## config.mk

```make
export PLATFORM = sky130hd
export DESIGN_NAME = fetch_queue
export DESIGN_NICKNAME = d
export VERILOG_FILES = /design/src/rtl/fetch_queue_pkg.sv /design/src/rtl/fetch_queue_sync_fifo.sv /design/src/rtl/fetch_queue.sv
export SDC_FILE = /design/constraint.sdc
export NUM_CORES = 1
export LEC_CHECK = 0
export BUFFER_PORTS_ARGS = -buffer_cell sky130_fd_sc_hd__buf_4
export CORE_MARGIN = 3
export CORE_UTILIZATION = 50
export DETAILED_ROUTE_END_ITERATION = 10
export GPL_TIMING_DRIVEN = 0
export PLACE_DENSITY = 0.75
export SLEW_MARGIN = 20
export SYNTH_ARGS = -nofsm -noshare
export SYNTH_HDL_FRONTEND = slang
export SYNTH_HIERARCHICAL = 1
export SYNTH_SLANG_ARGS = --single-unit
```

## constraint.sdc

```tcl
create_clock -name i_clk -period 5.1 [get_ports i_clk]
set_input_delay 0.51 -clock i_clk [delete_from_list [all_inputs] [get_ports i_clk]]
set_output_delay 0.51 -clock i_clk [all_outputs]
set_load 0.005 [all_outputs]
```

## src/rtl/fetch_queue_pkg.sv

```systemverilog
// fetch_queue_pkg: shared widths, entry layout and FSM states for the fetch queue.
package fetch_queue_pkg;
  localparam int WORD_WIDTH = 32;
  localparam int INST_BYTES = 4;
  typedef struct packed {
    logic [WORD_WIDTH-1:0] pc;
    logic [WORD_WIDTH-1:0] inst;
  } fq_entry_t;
  typedef enum logic {SETTLE, CAPTURE} fq_state_e;
endpackage

```

## src/rtl/fetch_queue_sync_fifo.sv

```systemverilog
// sync_fifo: power-of-two synchronous FIFO with flush; head reads as zero when empty.
module sync_fifo #(
  parameter int DEPTH = 2,
  parameter int WIDTH = 64
) (
  input  logic                       clk,
  input  logic                       rst,
  input  logic                       flush_i,
  input  logic                       wr_en_i,
  input  logic [WIDTH-1:0]           wr_data_i,
  input  logic                       rd_en_i,
  output logic [WIDTH-1:0]           rd_data_o,
  output logic [$clog2(DEPTH):0]     count_o
);
  localparam int PW = $clog2(DEPTH);
  localparam int CW = PW + 1;
  logic [WIDTH-1:0] mem_q [DEPTH];
  logic [PW-1:0] wr_q, rd_q;
  logic [CW-1:0] count_q, count_d;
  assign count_d = count_q + CW'(wr_en_i) - CW'(rd_en_i);
  always_ff @(posedge clk) begin
    if (rst || flush_i) begin
      wr_q <= '0;
      rd_q <= '0;
      count_q <= '0;
    end else begin
      wr_q <= wr_q + PW'(wr_en_i);
      rd_q <= rd_q + PW'(rd_en_i);
      count_q <= count_d;
    end
  end
  always_ff @(posedge clk) if (wr_en_i) mem_q[wr_q] <= wr_data_i;
  assign rd_data_o = (count_q == '0) ? '0 : mem_q[rd_q];
  assign count_o = count_q;
endmodule

```

## src/rtl/fetch_queue.sv

```systemverilog
// fetch_queue: PC sequencer and instruction buffer between fetch and decode.
module fetch_queue
  import fetch_queue_pkg::*;
#(
  parameter int          DEPTH    = 2,
  parameter logic [31:0] RESET_PC = 32'h0
) (
  input  logic                   i_clk,
  input  logic                   i_rst,
  output logic [31:0]            o_pc,
  input  logic [31:0]            i_fetch_inst,
  input  logic                   i_fetch_ready,
  input  logic                   i_redirect,
  input  logic [31:0]            i_redirect_pc,
  output logic                   o_valid,
  output logic [31:0]            o_inst,
  output logic [31:0]            o_inst_pc,
  input  logic                   i_accept,
  output logic [$clog2(DEPTH):0] o_count
);
  localparam int CW = $clog2(DEPTH) + 1;
  fq_state_e state_q, state_d;
  logic [31:0] pc_q, pc_d;
  logic push, pop;
  fq_entry_t head, tail;
  assign pop = o_valid && i_accept && !i_redirect;
  // A full buffer still has room when the head leaves in the same cycle.
  assign push = state_q == CAPTURE && i_fetch_ready && !i_redirect &&
                (o_count < CW'(DEPTH) || pop);
  assign tail = '{pc: pc_q, inst: i_fetch_inst};
  always_comb begin
    state_d = (i_redirect || push) ? SETTLE : CAPTURE;
    pc_d = i_redirect ? i_redirect_pc : push ? pc_q + 32'(INST_BYTES) : pc_q;
  end
  always_ff @(posedge i_clk) begin
    if (i_rst) begin
      state_q <= SETTLE;
      pc_q <= RESET_PC;
    end else begin
      state_q <= state_d;
      pc_q <= pc_d;
    end
  end
  sync_fifo #(.DEPTH(DEPTH), .WIDTH($bits(fq_entry_t))) u_fifo (
    .clk(i_clk),
    .rst(i_rst),
    .flush_i(i_redirect),
    .wr_en_i(push),
    .wr_data_i(tail),
    .rd_en_i(pop),
    .rd_data_o(head),
    .count_o(o_count)
  );
  assign o_pc = pc_q;
  assign o_valid = o_count != '0;
  assign o_inst = head.inst;
  assign o_inst_pc = head.pc;
endmodule

```

==> results.cfg <==
[synthesis]
syn_area_um2 = 7038
ys_ff_latch = 165
postSynth.asyncResetShare_pct = 0
ys.flop_type = edfxtp_1
avgSynthCellArea_um2 = 13.13
ys_seq_area_share_pct = 65.14
synth-edff-count = 128
synthDistinctLibCells = 45
syn_inst = 536
syn_nets = 610
yosys_warnings = 6

[cells_and_area]
final_cell_mix = 169 x buf_4, 128 x edfxtp_1, 93 x nor2_1, 67 x mux2i_1, 37 x dfxtp_1
nFillCells = 1023
fin_util_pct = 67.90
num_antenna_cells = 0
area_growth_syn_to_layout_pct = 30.29
post_layout_nonfiller_instances = 913
stdcell_area_um2 = 9170
final_common_cell = buf_4
nets = 798
drive_gt1_share_pct = 30.12

[timing]
worst_slack_ns = 2.179
hold_ws_ns = 0.2826
rsz0062_at_grt = false
setup_tns_ns = 0
max_slew.worst_pin.slew_ns = 0.7580
fin_crit_sh_pct = 57.28
setup_viol = 0
min_period_ns = 2.921
hold_viol = 0
slew_violations = 0
finClkSkew_ns = 0.006526
max_freq_ghz = 0.3423
relSlewSlack_pct = 49.00

[min_path]
hold_depth = 1
min_path_type = in2reg
hold-path-endpoint = u_fifo/mem_q[1][30]
hold_start = i_fetch_inst[30]

[floorplan]
rows = 42
die_w_um = 124.6
die_y_um = 124.6
io_pins = 168
dieArea_um2 = 15540
initial_utilization_pct = 52.11
core_um2 = 13510

[route]
drtIter0Drc = 411
met2WireLength_mm = 8.275
wl_per_cell_um = 18.52
final_antenna_net_count = 0
drc = 0
drt-met1-wl_mm = 7.127
finalWirelength_mm = 16.91
firstDrtPassIters = 5
met3_length_mm = 1.216
vias = 5122
highest_layer = met4
viasPerCell = 5.610

[critical_path]
worst-path-buf-inv = 3
worst-setup-path-type = reg2reg
start_kind = register
crit_chain = nor2b_1, or2_2, clkbuf_1, clkbuf_1, nor2_1, ha_4, buf_16
required_ns = 5.20
r2r_end = u_fifo/mem_q[1][47]
endpoint_kind = register
crit_start = u_fifo/count_o[1]
critical_path_depth = 7
reg2reg_from = u_fifo/count_o[1]
worst_path_most_repeated_cell = clkbuf_1
crit_family = simple AND/OR/NAND/NOR gates
cpPeakStageDelay_ns = 0.46
crit_arrival_ns = 3.02
cp_slowest_cell = nor2_1
critical_path.max_fanout = 46
r2r_cells = 7
rrSetupSlack_ns = 2.18

[flow_run]
maxCapViolations = 0

[power]
p_sw_share_pct = 21.54
p_leak_nw = 3.280
vdd_drop_max_mv = 0.1926
clkPwrFrac_pct = 42.3
p_per_area_nw_per_um2 = 318.3
p_switching_mw = 0.6287
intPower_mw = 2.290
fin_total_pwr_mw = 2.919
seqPwrFrac_pct = 52.0
p_comb_share_pct = 5.7

[global_route]
grt_max_degree = 47
antenna_found_initial = 0
grt_pass1_vias = 5040
grt_pass1_wl_mm = 26.45
globalRouteOverflowTotal = 0
grt_util_all_layers_pct = 21.49

[clock_network]
cts.path.max_buffers = 2
cts_sinks = 165
cts_made_buffers = 17
cts_root_buf = clkbuf_16
cts_resized = 0
htree_num_levels = 4
hold_buffers = 0
path_clk_slew_ns = 0.06
postCtsSetupBuffers = 0
clock_latency_ns = 0.41
cts_tree = done

[placement]
detailedPlacementHpwl_mm = 11.80
gp_congestion = 0.8703
placed_cells = 881
placed_area_um2 = 8592
place_worst_setup_slack_ns = 1.923
port_buffers = 167

[run_status]
outcome = completed
==> synth_stat cells (all sizes together), types with 7 or more instances <==
cell	number	area share (%)
nor2	94	5.0
mux2i	67	9.5
or4	16	1.7
dfxtp	37	11
a211oi	7	0.75
nor4	8	0.71
nor3	7	0.50
and4	7	0.87
nand3	11	0.85
a311oi	18	2.2
inv	13	0.69
nand2	15	0.80
edfxtp	128	55
clkbuf	15	0.80
o31ai	13	1.4
buf	17	2.0
nand4	10	0.89
==> worst max path at each step <==
stage	end	slack, ns
4_1_cts	u_fifo/mem_q[0][16]	2.19
5_1_grt	u_fifo/mem_q[1][45]	2.03
3_3_place_gp	u_fifo/mem_q[1][46]	0.51
3_5_place_dp	u_fifo/count_o[1]	1.92
2_1_floorplan	u_fifo/mem_q[0][0]	1.68
6_report	u_fifo/mem_q[1][47]	2.18
==> power by group through the flow <==
stage / clock network, mW / registers [mW] / logic (mW)
6_report: 1.23 / 1.52 / 0.166
5_1_grt: 1.32 / 1.52 / 0.180
4_1_cts: 1.25 / 1.52 / 0.166
3_3_place_gp: 0 / 1.54 / 0.158
2_1_floorplan: 0 / 1.54 / 0.0612
3_5_place_dp: 0 / 1.55 / 0.165
==> routing by layer <==
| layer | global-route usage, % | up-vias |
|---|---|---|
| li1 | - | 2422 |
| met1 | 28.41 | 2455 |
| met2 | 34.73 | 220 |
| met3 | 5.832 | 25 |
| met4 | 6.834 | 0 |
| met5 | 0 | - |
==> cell families (layout without fill, tap and decap cells) <==
kind of cell / after synthesis / count (layout) / share of synthesized area [%]
fa+ha+maj: 5 / 5 / 0.8889
simple gates: 191 / 191 / 13.62
mux: 67 / 67 / 9.529
xor+xnor: 7 / 7 / 1.067
buf+inv: 45 / 246 / 3.538
flops: 165 / 165 / 65.14
compound gates: 56 / 56 / 6.222
==> area by class of cell <==
type / count / area [um2] / share of cell area, %
multi-input cells: 326 / 2230 / 24.31
inverters: 13 / 48.80 / 0.5321
clock inverters: 15 / 152.6 / 1.665
clock buffers: 17 / 425.4 / 4.639
plain buffers: 32 / 200.2 / 2.183
repair buffers: 169 / 1309 / 14.27
flip-flops and latches: 165 / 4584 / 49.99
well taps: 176 / 220.2 / 2.401
==> flip-flops by register name, summed over array words and instances, names as in the netlist <==
| signal | count |
|---|---|
| u_fifo/mem_q | 128 |
| u_fifo/rd_q | 1 |
| o_pc | 32 |
| u_fifo/wr_q | 1 |
| u_fifo/count_o | 2 |
| state_q | 1 |
==> worst reg2reg max path, delay by kind of cell, from the launching register on <==
kind / cells / cell delay, ns
adders and majority gates: 1 / 0.44
buffers and inverters: 3 / 0.83
and+or+nand+nor: 3 / 0.95
DFF: 1 / 0.36
(Power assumes the default switching activity.)
